<file path="src/rtl/branch_resolver_pkg.sv">
// Shared constants for the branch resolver: result bit positions, BHT reset
// counter, FSM encodings and the saturating-counter helper.
package branch_resolver_pkg;

  localparam int BRA_RESULT_WIDTH = 2;
  localparam int BRA_PRE_BIT      = 1;
  localparam int BRA_TAKEN_BIT    = 0;

  localparam logic [1:0] BHT_CTR_RESET = 2'b01;

  localparam logic [0:0] ST_RUN   = 1'b0;
  localparam logic [0:0] ST_FLUSH = 1'b1;

  function automatic logic [1:0] bht_next(input logic [1:0] ctr, input logic taken);
    logic [1:0] nxt;
    if (taken) begin
      nxt = (ctr == 2'b11) ? 2'b11 : ctr + 2'b01;
    end else begin
      nxt = (ctr == 2'b00) ? 2'b00 : ctr - 2'b01;
    end
    return nxt;
  endfunction

endpackage

</file>
<file path="src/rtl/branch_bht.sv">
// 2-bit saturating branch history table: one combinational lookup port and one
// commit-time update port. Only instantiated when BRA_BHT_EN is defined.
module branch_bht
  import branch_resolver_pkg::*;
#(
  parameter int PC_WIDTH        = 32,
  parameter int BHT_INDEX_WIDTH = 6
) (
  input  logic                clk,
  input  logic                rst,
  input  logic [PC_WIDTH-1:0] pred_pc,
  output logic                pred_taken,
  input  logic                upd_valid,
  input  logic [PC_WIDTH-1:0] upd_pc,
  input  logic                upd_taken
);

  localparam int DEPTH = 1 << BHT_INDEX_WIDTH;

  logic [1:0]                 ctr_q [DEPTH];
  logic [1:0]                 ctr_d [DEPTH];
  logic [BHT_INDEX_WIDTH-1:0] rd_idx;
  logic [BHT_INDEX_WIDTH-1:0] wr_idx;
  logic                       unused_pc_bits;

  assign rd_idx = pred_pc[BHT_INDEX_WIDTH+1:2];
  assign wr_idx = upd_pc[BHT_INDEX_WIDTH+1:2];
  assign unused_pc_bits = ^{pred_pc[PC_WIDTH-1:BHT_INDEX_WIDTH+2], pred_pc[1:0],
                            upd_pc[PC_WIDTH-1:BHT_INDEX_WIDTH+2], upd_pc[1:0]};

  // Reads the registered counter, so a same-cycle update is not visible yet.
  assign pred_taken = ctr_q[rd_idx][1];

  always_comb begin
    ctr_d = ctr_q;
    if (upd_valid) begin
      ctr_d[wr_idx] = bht_next(ctr_q[wr_idx], upd_taken);
    end else begin
      ctr_d = ctr_q;
    end
  end

  always_ff @(posedge clk) begin
    if (!rst) begin
      for (int i = 0; i < DEPTH; i++) begin
        ctr_q[i] <= BHT_CTR_RESET;
      end
    end else begin
      ctr_q <= ctr_d;
    end
  end

endmodule

</file>
<file path="src/rtl/branch_resolver.sv">
// Branch result table indexed by ROB entry; checks results at commit and
// raises a one-cycle flush on mispredict. BHT present only with BRA_BHT_EN.
module branch_resolver
  import branch_resolver_pkg::*;
#(
  parameter int ROB_ENTRY_WIDTH = 4,
  parameter int PC_WIDTH        = 32,
  parameter int BHT_INDEX_WIDTH = 6
) (
  input  logic                        clk,
  input  logic                        rst,
  input  logic                        alloc_valid,
  input  logic [ROB_ENTRY_WIDTH-1:0]  alloc_index,
  input  logic [PC_WIDTH-1:0]         alloc_pc,
  input  logic [PC_WIDTH-1:0]         alloc_target,
  input  logic                        res_valid,
  input  logic [ROB_ENTRY_WIDTH-1:0]  res_index,
  input  logic [BRA_RESULT_WIDTH-1:0] res_result,
  input  logic                        commit_valid,
  input  logic [ROB_ENTRY_WIDTH-1:0]  commit_index,
  output logic                        commit_ready,
  input  logic [PC_WIDTH-1:0]         pred_pc,
  output logic                        pred_taken,
  output logic                        flush,
  output logic [PC_WIDTH-1:0]         flush_pc
);

  localparam int DEPTH = 1 << ROB_ENTRY_WIDTH;
  localparam logic [PC_WIDTH-1:0] PC_STEP = {{(PC_WIDTH-3){1'b0}}, 3'b100};

  logic [DEPTH-1:0]            alloc_q, alloc_d;
  logic [DEPTH-1:0]            resolved_q, resolved_d;
  logic [PC_WIDTH-1:0]         pc_q [DEPTH];
  logic [PC_WIDTH-1:0]         pc_d [DEPTH];
  logic [PC_WIDTH-1:0]         target_q [DEPTH];
  logic [PC_WIDTH-1:0]         target_d [DEPTH];
  logic [BRA_RESULT_WIDTH-1:0] result_q [DEPTH];
  logic [BRA_RESULT_WIDTH-1:0] result_d [DEPTH];
  logic [0:0]                  state_q, state_d;
  logic                        flush_q, flush_d;
  logic [PC_WIDTH-1:0]         flush_pc_q, flush_pc_d;

  logic                        run;
  logic                        cm_bypass;
  logic [BRA_RESULT_WIDTH-1:0] cm_result;
  logic                        cm_taken;
  logic                        mispredict;

  assign run          = (state_q == ST_RUN);
  assign cm_bypass    = res_valid && (res_index == commit_index);
  // A same-cycle result for the head entry is newer than anything stored.
  assign cm_result    = cm_bypass ? res_result : result_q[commit_index];
  assign cm_taken     = cm_result[BRA_TAKEN_BIT];
  assign commit_ready = run && commit_valid && alloc_q[commit_index] &&
                        (resolved_q[commit_index] || cm_bypass);
  assign mispredict   = commit_ready &&
                        (cm_result[BRA_PRE_BIT] != cm_result[BRA_TAKEN_BIT]);

  assign flush    = flush_q;
  assign flush_pc = flush_pc_q;

  // Entry table: alloc first so a same-cycle result on that entry lands on it.
  always_comb begin
    alloc_d    = alloc_q;
    resolved_d = resolved_q;
    pc_d       = pc_q;
    target_d   = target_q;
    result_d   = result_q;
    if (run) begin
      if (alloc_valid) begin
        alloc_d[alloc_index]    = 1'b1;
        resolved_d[alloc_index] = 1'b0;
        pc_d[alloc_index]       = alloc_pc;
        target_d[alloc_index]   = alloc_target;
      end else begin
        alloc_d = alloc_q;
      end
      if (res_valid && alloc_d[res_index]) begin
        resolved_d[res_index] = 1'b1;
        result_d[res_index]   = res_result;
      end else begin
        result_d = result_q;
      end
      if (commit_ready) begin
        alloc_d[commit_index]    = 1'b0;
        resolved_d[commit_index] = 1'b0;
      end else begin
        resolved_d = resolved_d;
      end
      if (mispredict) begin
        alloc_d    = '0;
        resolved_d = '0;
      end else begin
        alloc_d = alloc_d;
      end
    end else begin
      alloc_d = alloc_q;
    end
  end

  // RUN/FLUSH control and the registered redirect.
  always_comb begin
    state_d    = state_q;
    flush_d    = 1'b0;
    flush_pc_d = flush_pc_q;
    case (state_q)
      ST_RUN: begin
        if (mispredict) begin
          state_d    = ST_FLUSH;
          flush_d    = 1'b1;
          flush_pc_d = cm_taken ? target_q[commit_index] : pc_q[commit_index] + PC_STEP;
        end else begin
          state_d = ST_RUN;
        end
      end
      ST_FLUSH: begin
        state_d = ST_RUN;
      end
      default: begin
        state_d = ST_RUN;
      end
    endcase
  end

  // Control state with synchronous active-low reset.
  always_ff @(posedge clk) begin
    if (!rst) begin
      alloc_q    <= '0;
      resolved_q <= '0;
      state_q    <= ST_RUN;
      flush_q    <= 1'b0;
      flush_pc_q <= '0;
    end else begin
      alloc_q    <= alloc_d;
      resolved_q <= resolved_d;
      state_q    <= state_d;
      flush_q    <= flush_d;
      flush_pc_q <= flush_pc_d;
    end
  end

  // Entry payload is qualified by alloc/resolved, so it needs no reset.
  always_ff @(posedge clk) begin
    pc_q     <= pc_d;
    target_q <= target_d;
    result_q <= result_d;
  end

`ifdef BRA_BHT_EN
  branch_bht #(
    .PC_WIDTH        (PC_WIDTH),
    .BHT_INDEX_WIDTH (BHT_INDEX_WIDTH)
  ) u_bht (
    .clk        (clk),
    .rst        (rst),
    .pred_pc    (pred_pc),
    .pred_taken (pred_taken),
    .upd_valid  (commit_ready),
    .upd_pc     (pc_q[commit_index]),
    .upd_taken  (cm_taken)
  );
`else
  localparam int unused_bht_width = BHT_INDEX_WIDTH;
  logic unused_pred_pc;
  assign unused_pred_pc = ^pred_pc;
  assign pred_taken     = 1'b0;
`endif

endmodule

</file>
<file path="config.mk">
export PLATFORM = sky130hd
export DESIGN_NAME = branch_resolver
export DESIGN_NICKNAME = d
export VERILOG_FILES = /design/src/rtl/branch_resolver_pkg.sv /design/src/rtl/branch_bht.sv /design/src/rtl/branch_resolver.sv
export SDC_FILE = /design/constraint.sdc
export NUM_CORES = 1
export LEC_CHECK = 0
export ABC_CLOCK_PERIOD_IN_PS = 10200
export BUFFER_PORTS_ARGS = -buffer_cell sky130_fd_sc_hd__buf_2
export CELL_PAD_IN_SITES_DETAIL_PLACEMENT = 1
export CELL_PAD_IN_SITES_GLOBAL_PLACEMENT = 1
export CORE_MARGIN = 2
export CORE_UTILIZATION = 40
export DETAILED_ROUTE_END_ITERATION = 16
export GPL_ROUTABILITY_DRIVEN = 0
export PLACE_DENSITY = 0.58
export SYNTH_ARGS = -nofsm -noshare
export SYNTH_HDL_FRONTEND = slang
export SYNTH_SLANG_ARGS = --single-unit
</file>
<file path="constraint.sdc">
create_clock -name clk -period 10.2 [get_ports clk]
set_input_delay 1.53 -clock clk [delete_from_list [all_inputs] [get_ports clk]]
set_output_delay 1.53 -clock clk [all_outputs]
set_load 0.03 [all_outputs]
</file>
Yosys cells after proc, flatten, opt, wreduce, memory -nomap -nowiden
Cells that the tools add are included. W data, S select, Z words.

Input bits: 115. Output and inout port bits: 35. Register bits: 1122. Word-level logic and storage cells: 137.

Magnitude comparators: 11. Bitwise gates (word level): 12. Multiplexer cells: 42. Reduce and logical (&&, ||, !) cells: 16. Equality and inequality tests: 2. $add $sub $neg: 1.

Operators with widths (number): $bwmux W512 (2); $bmux W32 S4 (2); $mux W32 (6); $mux W16 (10); $demux W32 S4 (1); $and A16 B16 Y16 (3); $add A32 B3 Y32 const B (1); $bwmux W32 (1); $not A16 Y16 (2); $or A16 B16 Y16 (2); $ge A5 B5 Y1 const B (3); $lt A4 B5 Y1 const B (3); $not A4 Y5 (3); $bmux W1 S4 (3); $demux W1 S4 (3); $ge A4 B1 Y1 const B (3); $logic_and A1 B1 Y1 (11); $lt A5 B1 Y1 const B (2); $bmux W2 S4 (1); $demux W2 S4 (1); $mux W2 (4); $mux W1 (7); $reduce_and A2 Y1 (3); $eq A4 B4 Y1 (1); other kinds (5) (6).

Depth between registers and ports, before layout
Gate-level depths: netlist (run 1).

Word-level depth: 15. Depth in mapped cells: 13. Mapped depth without buffers: 9.

Least setup slack after synthesis (run 1)
Ideal clock, no wire load.

Path type: in2reg. Start: in alloc_index[1]. End: reg pc_q[100] (netlist name) (enable). Cell stages on the path: 2. Slack: 1.586 ns. Buffers on the path: 1. Required time: 9.553 ns. Library setup time: 0.647 ns. Arrival: 7.967 ns. Path through: clkbuf_1 -> nor4_1.

RTL lines: from (decl) (line branch_resolver.sv:13) `input logic [ROB_ENTRY_WIDTH-1:0] alloc_index,`; to (signal assigned) (line branch_resolver.sv:144) `pc_q <= pc_d;`; to (decl) (line branch_resolver.sv:33) `logic [PC_WIDTH-1:0] pc_q [DEPTH];`.

Final worst setup path (run 1)
Start: in commit_index[0]. End: reg resolved_q[2].

Cells in the longest elaborated chain, start to end: 8. Elaborated cells on any way between the ends: 25. Classes of those cells: 2 x order compare; 2 x eq/ne; 12 x mux; 3 x bitwise; 6 x reduce/logical.

Ends and longest elaborated chain: from (decl) (line branch_resolver.sv:20) `input logic [ROB_ENTRY_WIDTH-1:0] commit_index,`; $lt A4 B5 Y1 (not written as such) (tied with other cells) (line branch_resolver.sv:86) `resolved_d[commit_index] = 1'b0;`; $logic_and A1 B1 Y1 (not written as such) or $bmux W2 S4 (tied branches) (line branch_resolver.sv:86, branch_resolver.sv:52); $mux W1 (not written as such) or $mux W2 (tied branches) (line branch_resolver.sv:86, branch_resolver.sv:52); $demux W1 S4 or $mux W2 (tied branches) (line branch_resolver.sv:86, branch_resolver.sv:52); $not A16 Y16 (no source line) or $mux W2 (tied branches); $and A16 B16 Y16 (no source line) or $ne A1 B1 Y1 (tied branches); $mux W16 or $logic_and A1 B1 Y1 (tied branches) (line branch_resolver.sv:84, branch_resolver.sv:56); $mux W16 (*) (line branch_resolver.sv:90) `if (mispredict) begin`; to (signal assigned) (line branch_resolver.sv:135) `resolved_q <= resolved_d;`; to (decl) (line branch_resolver.sv:32) `logic [DEPTH-1:0] resolved_q, resolved_d;`.

Every way passes the cells marked *; elsewhere a longest branch is shown, timed or not. The select of a mux whose other input is x is not followed. A chain may end at the register's enable or synchronous reset.

==> results_dict.tcl, run 1 <==
set metrics [dict create \
    final_max_slew_viol_count 0 \
    antenna_found_initial 17 \
    cp_common_cell "mux4_2" \
    yosysMostFrequentCell "edfxtp_1" \
    max_slew_margin_pct 21.1 \
    grt_max_degree 95 \
    cp-end-kind "flop" \
    tns_ps 0 \
    die_h_um 335 \
    timing.rr.start "result_q[9]$_DFFE_PP_" \
    switching_share_pct 21.4 \
    overflow 0 \
    combPwrFrac_pct 5.5 \
    wl_per_cell_um 31.5 \
    synth_nets 2157 \
    fill_cells 9882 \
    powerDensity_nw_per_um2 199 \
    htree_levels 3 \
    root_buffer "clkbuf_16" \
    cts_hold_buf 0 \
    rr_worst_depth 8 \
    synth_commonest_cells "edfxtp_1, mux4_2, nor2_1" \
    fin_skew_ps 26.1 \
    cp_cell_sequence "buf_8 > buf_12 > mux4_2 > mux4_2 > a21boi_1 > a211oi_2 > o21a_1 > nor2_1 > a31oi_1 > o32ai_1" \
    async_reset_ff_share_pct 0 \
    synthTopCellsByArea "edfxtp_1, mux4_2, dfxtp_1" \
    seq_power_share_pct 51.9 \
    yosysSeqAreaShare_pct 75.4 \
    cts_setup_buffers 0 \
    synth_edf_count 1056 \
    clk_latency_ps 700 \
    dp_hpwl_um 65300 \
    fin_crit_sh_pct 55.2 \
    required_ps 10760 \
    path_clk_slew_ps 60 \
    wl_um 118000 \
    drc_errors 0 \
    total_power_mw 9.91 \
    worstPathMaxFanout 94 \
    multi_input_area_um2 10300 \
    routed_via_density 5.83 \
    synth_top_family_by_area "multiplexers" \
    clock_sinks 1121 \
    synth_top_area_cell "edfxtp_1" \
    reg2reg_slack_ps 6290 \
    cts_buffer_depth 3 \
    rsz0062_at_grt "false" \
    synthAdderAreaFrac_pct 0.0286 \
    ant_nets 0 \
    hold_violations 0 \
    hp-class "flop to flop" \
    netlist.area_leader.share_pct 72.4 \
    irDropWorstVdd_mv 0.126 \
    grt_pass1_wl_um 170000 \
    cp.arrival_ps 6200 \
    cts.repair.resized 0 \
    die_w_um 335 \
    worst_setup_path_start_kind "primary input" \
    grt_pass1_vias 23000 \
    final-seq-area_um2 33000 \
    synth.avg_cell_area_um2 21.5 \
    power_switching_mw 2.12 \
    synth-simple-area-share_pct 2.95 \
    worstSetupPathType "primary input to flop" \
    layout.cells.non_filler 3732 \
    cp_slowest_stage_delay_ps 970 \
    muxShareOfSynthArea_pct 16.7 \
    p_leak_nw 15.8 \
    final_layout_size_suffix_gt1_share_pct 30.0 \
    max-cap-violations 0 \
    core_area_um2 109000 \
    grt_usage_pct 21.2 \
    drt_iter0_markers 1953 \
    num_io_pins 150 \
    max_slew.worst_pin.slew_ps 1180 \
    synth-compound-area-share_pct 2.91 \
    status "completed" \
    ys_ff_latch 1121 \
    fmax_mhz 177 \
    netlist_area_um2 43800 \
    worstHoldPathCells 2 \
    num_rows 121 \
    vias 21800 \
    pwr-share-clk_pct 42.6 \
    yosys_warnings 0 \
    first_pass_iters 5 \
    cts_buffers 116 \
    whs_endpoint "resolved_q[0]$_SDFFE_PN0N_" \
    portBuffers 116 \
    cp_slowest_cell "o21a_1" \
    placedCellCount 3512 \
    start_util_pct 40.3 \
    cts_tree "done" \
    min-delay-start "resolved_q[0]$_SDFFE_PN0N_" \
    dieArea_um2 112000 \
    synth_ff_type "edfxtp_1" \
    final_nets 2332 \
    intPower_mw 7.79 \
    final_util_pct 45.9 \
    synthToLayoutAreaGrowth_pct 14.0 \
    r2r-end "resolved_q[2]$_SDFFE_PN0N_" \
    syn-instance-count 2041 \
    finalSetupViolations 0 \
    fin_crit_ps 5630 \
    ys_types 63 \
    synth_xor_area_share_pct 0.540 \
]
logic make-up (layout without fill, tap and decap cells):
family / after synthesis / count (layout)
AO/OA/AOI/OAI: 177 / 177
XOR/XNOR: 27 / 27
adder cells (fa/ha/maj): 1 / 1
buffers and inverters: 126 / 402
flip-flops: 1121 / 1121
multiplexers: 326 / 326
other: 1 / 2
AND/OR/NAND/NOR: 262 / 262
area by class of cell:
cell class,count,area share [%]
timing repair buffer,167,2.03
tap,1414,3.55
clock buffer,135,5.96
antenna,1,0.00501
inverter,16,0.120
clock inverter,84,1.63
sequential,1121,66.1
multi-input combinational,794,20.6
power groups by stage:
stage                     clock network (mW)  logic [mW]  registers, mW
final                                   4.22       0.546           5.14
after global routing                    4.47       0.586           5.14
after CTS                               4.30       0.558           5.14
after detailed placement                   0       0.556           5.24
after global placement                     0       0.544           5.23
after floorplan                            0       0.329           5.24
state kept, by name (all words and copies together) (netlist names):
signal and cells:
resolved_q 16, result_q 32, alloc_q 16, target_q 512, state_q 1, flush_pc 32, pc_q 512
per-layer routing:
metal  routed length, um  track usage (%)  up-vias
met2               57300             34.5      622
li1                    -                -     8996
met5                  91                0        -
met4                1810             4.22       16
met1               51200             30.0    12000
met3                7130             3.94      166
worst max-delay path, delay by kind of cell:
kind                   cells  cell delay (ps)
AOI/OAI and AO/OA          5             1940
buffers and inverters      2             1100
muxes                      2             1060
and+or+nand+nor            1              480
cells in the final DEF (no fill, tap or decap), types with 19 or more instances in the layout:
cell type     n
a21oi_1      23
nand3_1      26
buf_4        51
edfxtp_1   1056
o21ai_0      22
a22oi_1      32
dfxtp_1      65
clkbuf_1     19
a22o_1       20
buf_2       112
clkinv_2     30
mux4_2      323
clkinv_1     26
nor2_1       75
nand2_1      56
clkbuf_16   116
stage by stage:
stage	hold WS (ps)	setup slack (ps)	instance area (um2)
after floorplan	426	1590	43800
after global placement	443	3770	46100
after detailed placement	456	3710	46100
after CTS	465	4470	49900
after global routing	473	4130	49900
final	466	4570	49900
worst max-delay path by stage:
stage | from | end | slack (ps) | cells after the start
after floorplan | alloc_index[1] | pc_q[100]$_DFFE_PP_ | 1590 | 2
after global placement | commit_index[0] | resolved_q[10]$_SDFFE_PN0N_ | 3770 | 10
after detailed placement | commit_index[0] | resolved_q[9]$_SDFFE_PN0N_ | 3710 | 10
after CTS | commit_index[0] | resolved_q[2]$_SDFFE_PN0N_ | 4470 | 10
after global routing | commit_index[0] | resolved_q[9]$_SDFFE_PN0N_ | 4130 | 10
final | commit_index[0] | resolved_q[2]$_SDFFE_PN0N_ | 4570 | 10
(Power assumes the default switching activity.)
==> inputs of run 2 (changes only) <==
- ABC_AREA: unset -> 1
- ABC_CLOCK_PERIOD_IN_PS: 10200 -> 5000
- PLACE_DENSITY: 0.58 -> 0.65
- clock period: 10.2 -> 5 ns (I/O delays scaled with it)
==> run 2 against run 1 <==
Worst hold slack worse by 60 ps; synthesized cell count increased by 98%; highest routed layer unchanged; largest cell class unchanged; routed wire length grew 23%.
==> results_dict.tcl, run 2 <==
set metrics [dict create \
    status "completed" \
    fmax_mhz 241 \
    path_clk_slew_ps 60 \
    wl_um 145000 \
    required_ps 4250 \
    switching_share_pct 23.7 \
    cts.repair.resized 0 \
    netlist_area_um2 46100 \
    antenna_found_initial 26 \
    powerDensity_nw_per_um2 392 \
    die_w_um 344 \
    synth_edf_count 1056 \
    synth.avg_cell_area_um2 11.4 \
    reg2reg_slack_ps 2050 \
    synth_nets 4155 \
    worstSetupPathType "primary input to primary output" \
    reg_top3 "pc_q: 512 flops, target_q: 512 flops" \
    num_rows 124 \
    cp-end-kind "primary output" \
    fin_skew_ps 46.3 \
    wl_per_cell_um 25.1 \
    cp_common_cell "nand2_1" \
    dp_hpwl_um 83700 \
    cts_setup_buffers 0 \
    clk_latency_ps 730 \
    worstPathMaxFanout 62 \
    htree_levels 3 \
    cts_hold_buf 0 \
    rsz0062_at_grt "false" \
    synthToLayoutAreaGrowth_pct 13.8 \
    grt_usage_pct 24.5 \
    finalSetupViolations 0 \
    min-delay-start "alloc_target[28]" \
    rr_worst_depth 12 \
    final_layout_size_suffix_gt1_share_pct 9.99 \
    yosysMostFrequentCell "nand2_1" \
    die_h_um 344 \
    worst_setup_path_start_kind "primary input" \
    routed_via_density 5.48 \
    synth_ff_type "edfxtp_1" \
    max_slew_margin_pct 19.3 \
    r2r-end "resolved_q[3]$_SDFFE_PN0N_" \
    async_reset_ff_share_pct 0 \
    dpl-instance-area_um2 48700 \
    grt_max_degree 159 \
    fin_crit_sh_pct 82.8 \
    synthTopCellsByArea "edfxtp_1, nand2_1, a22oi_1" \
    clock_sinks 1121 \
    hp-class "primary input to flop" \
    irDropWorstVdd_mv 0.283 \
    syn-instance-count 4039 \
    intPower_mw 15.7 \
    drc_errors 0 \
    whs_endpoint "target_q[220]$_DFFE_PP_" \
    fin_crit_ps 4140 \
    cts_buffers 118 \
    cts_tree "done" \
    cp_slowest_cell "inv_6" \
    core_area_um2 114000 \
    combPwrFrac_pct 7.0 \
    p_leak_nw 19.7 \
    cts_buffer_depth 3 \
    netlist.area_leader.share_pct 68.8 \
    num_io_pins 150 \
    power_switching_mw 4.89 \
    cp_slowest_stage_delay_ps 480 \
    portBuffers 116 \
    dieArea_um2 118000 \
    cp_cell_sequence "buf_6 > nand2_2 > inv_6 > nand2_1 > nand2_1 > o21ai_0 > nand3_1 > nor2_1 > nor2_4 > buf_4 > buf_2" \
    ys_types 45 \
    seq_power_share_pct 51.1 \
    max_slew.worst_pin.slew_ps 1210 \
    final_nets 4269 \
    final_max_slew_viol_count 0 \
    first_pass_iters 7 \
    overflow 0 \
    cp.arrival_ps 3390 \
    vias 31600 \
    yosys_warnings 0 \
    pwr-share-clk_pct 41.9 \
    synth_commonest_cells "nand2_1, edfxtp_1, a22oi_1" \
    worstHoldPathCells 1 \
    grt_pass1_vias 31900 \
    start_util_pct 40.3 \
    timing.rr.start "result_q[24]$_DFFE_PP_" \
    ys_ff_latch 1121 \
    yosysSeqAreaShare_pct 71.6 \
    tns_ps 0 \
    final_area_um2 52500 \
    synth_top_area_cell "edfxtp_1" \
    root_buffer "clkbuf_16" \
    final_cell_mix "nand2_1, edfxtp_1, a22oi_1" \
    drt_iter0_markers 2732 \
    max-cap-violations 0 \
    mostFrequentLayoutCell "nand2_1" \
    hold_violations 0 \
    ant_nets 0 \
    grt_pass1_wl_um 213000 \
]
==> run 2: cell types whose count changed after synthesis, moves of 92 or more <==
cell and delta:
nor2_1 +133, a21oi_1 +92, mux4_2 -323, nand2_1 +1620, a22oi_1 +239, inv_1 +98
==> run 2: cell families after synthesis <==
kind of cell,after synthesis,synth area share (%)
AND/OR/NAND/NOR,2058,17.4
flip-flops,1121,71.6
AO/OA/AOI/OAI,517,7.44
buffers and inverters,331,3.33
XOR/XNOR,10,0.190
adder cells (fa/ha/maj),1,0.0271
other,1,0.00813
==> run 2: worst max-delay path: cells and delay by family <==
family / cells / cell delay, ps
buffers and inverters: 4 / 1410
and+or+nand+nor: 6 / 1070
AOI/OAI and AO/OA: 1 / 100
==> run 2: cell type report <==
cell class,instances,area [um2]
Clock buffer,141,3060
Sequential cell,1121,33000
Fill cell,12000,61800
Tap cell,1512,1890
Multi-Input combinational cell,2587,11700
Timing Repair Buffer,200,1560
Clock inverter,81,758
Antenna cell,5,12.5
Inverter,125,487
==> run 2: worst max path at each step <==
stage	start	to	slack (ps)
after global routing	commit_index[0]	commit_ready	710
after detailed placement	commit_index[0]	resolved_q[3]$_SDFFE_PN0N_	640
after global placement	commit_index[0]	resolved_q[3]$_SDFFE_PN0N_	660
after floorplan	alloc_valid	pc_q[224]$_DFFE_PP_	570
final	commit_index[0]	commit_ready	860
after CTS	commit_index[0]	commit_ready	860
==> run 2: routing by layer <==
metal / wire length, um / track usage, % / vias to the layer above
met5: 97 / 0 / -
met2: 68700 / 39.8 / 936
li1: - / - / 14300
met3: 8290 / 3.30 / 214
met4: 3580 / 6.74 / 14
met1: 64400 / 34.7 / 16200
==> run 2: per-stage QoR <==
stage | setup WS [ps] | hold slack (ps) | util [%] | instances | total power [mW]
2_1_floorplan | 572 | 441 | - | 4039 | 11.5
3_3_place_gp | 657 | 450 | 42.6 | 5545 | 12.1
3_5_place_dp | 643 | 451 | 42.6 | 5545 | 12.2
4_1_cts | 863 | 354 | 45.9 | 5767 | 20.7
5_1_grt | 708 | 384 | 45.9 | 5767 | 21.2
6_report | 858 | 407 | 45.9 | 5772 | 20.6
==> run 2: power groups by stage <==
stage / sequential (mW) / combinational [mW] / clock (mW)
after floorplan: 10.7 / 0.806 / 0
after global placement: 10.7 / 1.42 / 0
after global routing: 10.5 / 1.59 / 9.11
after CTS: 10.5 / 1.46 / 8.77
after detailed placement: 10.7 / 1.45 / 0
final: 10.5 / 1.45 / 8.63
==> inputs of run 3 (changes only) <==
- ABC_CLOCK_PERIOD_IN_PS: 5000 -> 3650
- clock period: 5 -> 3.65 ns (I/O delays scaled with it)
==> run 3 against run 2 <==
Register-to-register slack worse by 840 ps; first-iteration DRC count up 2.6%; sequential power up 37%; combinational power is 42% higher; clock-buffer cell count is 17 higher; via count is 0.75% higher; design area up 1.0%; sequential share of layout area fell by 0.65 points; cell count is 0.76% higher; die area stayed put; clock power increased by 33%; critical path type unchanged; highest routed layer unchanged.
==> results_dict.tcl, run 3 (synthesis results as in run 2) <==
set metrics [dict create \
    drc_errors 0 \
    start_util_pct 40.3 \
    synthToLayoutAreaGrowth_pct 15.0 \
    p_leak_nw 20.0 \
    rr_worst_depth 12 \
    max_slew.worst_pin.slew_ps 1020 \
    path_clk_slew_ps 60 \
    grt_usage_pct 24.6 \
    drt_iter0_markers 2802 \
    max_slew_margin_pct 31.9 \
    placedCellCount 5592 \
    finalSetupViolations 0 \
    irDropWorstVdd_mv 0.384 \
    pwr-share-clk_pct 41.1 \
    final_util_pct 46.4 \
    hp-class "primary input to flop" \
    fin_skew_ps 64.8 \
    whs_ps 183 \
    htree_levels 3 \
    dp_slack_ps 311 \
    total_power_mw 27.9 \
    timing.final.ws_setup_ps 468 \
    dieArea_um2 118000 \
    cp-end-kind "primary output" \
    cts_buffer_depth 3 \
    worstPathMaxFanout 17 \
    cts_hold_buf 0 \
    required_ps 3100 \
    grt_pass1_vias 32200 \
    fin_crit_sh_pct 87.2 \
    portBuffers 116 \
    worstHoldPathCells 1 \
    status "completed" \
    core_area_um2 114000 \
    dp_hpwl_um 85100 \
    intPower_mw 21.3 \
    wl_um 146000 \
    cts_tree "done" \
    power_switching_mw 6.64 \
    combPwrFrac_pct 7.4 \
    first_pass_iters 5 \
    wl_per_cell_um 25.0 \
    mostFrequentLayoutCell "nand2_1" \
    worst_setup_path_start_kind "primary input" \
    rsz0062_at_grt "false" \
    cts_setup_buffers 0 \
    overflow 0 \
    grt_max_degree 103 \
    hold_violations 0 \
    die_h_um 344 \
    max-cap-violations 0 \
    layout.cells.non_filler 5816 \
    root_buffer "clkbuf_16" \
    fin_crit_ps 3180 \
    num_rows 124 \
    powerDensity_nw_per_um2 527 \
    final_cell_mix "nand2_1, edfxtp_1, a22oi_1" \
    fmax_mhz 314 \
    final_nets 4316 \
    cp.arrival_ps 2630 \
    worstSetupPathType "primary input to primary output" \
    routed_via_density 5.48 \
    ant_nets 0 \
    num_io_pins 150 \
    grt_pass1_wl_um 214000 \
    clk_latency_ps 750 \
    final_max_slew_viol_count 0 \
    cts_buffers 118 \
    switching_share_pct 23.7 \
    reg_top3 "pc_q: 512 flops, target_q: 512 flops" \
    final_layout_size_suffix_gt1_share_pct 10.6 \
    die_w_um 344 \
    cts.repair.resized 0 \
    vias 31900 \
    antenna_found_initial 18 \
    seq_power_share_pct 51.6 \
    clock_sinks 1121 \
]
## run 3: changes by cell type in the layout (fill, tap and decap cells not counted), moves of 4 or more
cell	delta
clkinv_2	-6
clkinv_4	-4
clkbuf_1	+13
bufinv_16	-5
clkbuf_8	+4
buf_12	+28
buf_4	+19
## run 3: cell type report
| cell class | instances | area (um2) |
|---|---|---|
| antenna | 5 | 12.5 |
| clock buffer | 158 | 3160 |
| clock inverter | 61 | 499 |
| fill | 12000 | 61300 |
| inverter | 125 | 487 |
| multi-input combinational | 2587 | 11700 |
| sequential | 1121 | 33000 |
| tap | 1512 | 1890 |
| timing repair buffer | 247 | 2260 |
## run 3: worst max-delay path: stages
cell,delay [ps]
buf_4,160
inv_4,90
nor2_4,390
buf_4,310
nand2_1,60
o21ai_0,70
o21ai_0,110
nand3_1,120
nor2_1,80
nor2_4,120
buf_4,290
buf_2,260
## run 3: metal layers
| metal | GRT usage, % | up-vias | share of wire [%] |
|---|---|---|---|
| met1 | 34.7 | 16400 | 45 |
| met3 | 2.98 | 177 | 5.4 |
| met2 | 40.5 | 884 | 48 |
| li1 | - | 14400 | - |
| met4 | 6.50 | 2 | 2.0 |
| met5 | 0 | - | 0.0055 |
## run 3: power groups by stage
stage	Sequential (mW)	Clock [mW]	Combinational, mW
2_1_floorplan	14.7	0	1.10
3_3_place_gp	14.7	0	2.02
3_5_place_dp	14.7	0	2.06
4_1_cts	14.4	11.7	2.07
5_1_grt	14.4	12.2	2.26
6_report	14.4	11.5	2.06
## run 3: worst paths after layout
path / slack [ps] / start / endpoint
setup reg to reg: 1210 / pc_q[98]$_DFFE_PP_ / flush_pc[6]$_SDFFE_PN0P_
hold reg to reg: 460 / alloc_q[7]$_SDFFE_PN0N_ / alloc_q[7]$_SDFFE_PN0N_
hold / removal: 180 / alloc_target[31] / target_q[223]$_DFFE_PP_
setup / recovery: 470 / commit_index[1] / commit_ready
## run 3: per-stage QoR
stage               instance area, um2  TNS, ps
floorplan                        46100  -228590
global placement                 49400        0
detailed placement               49400        0
CTS                              53000        0
global route                     53000        0
finish                           53000        0
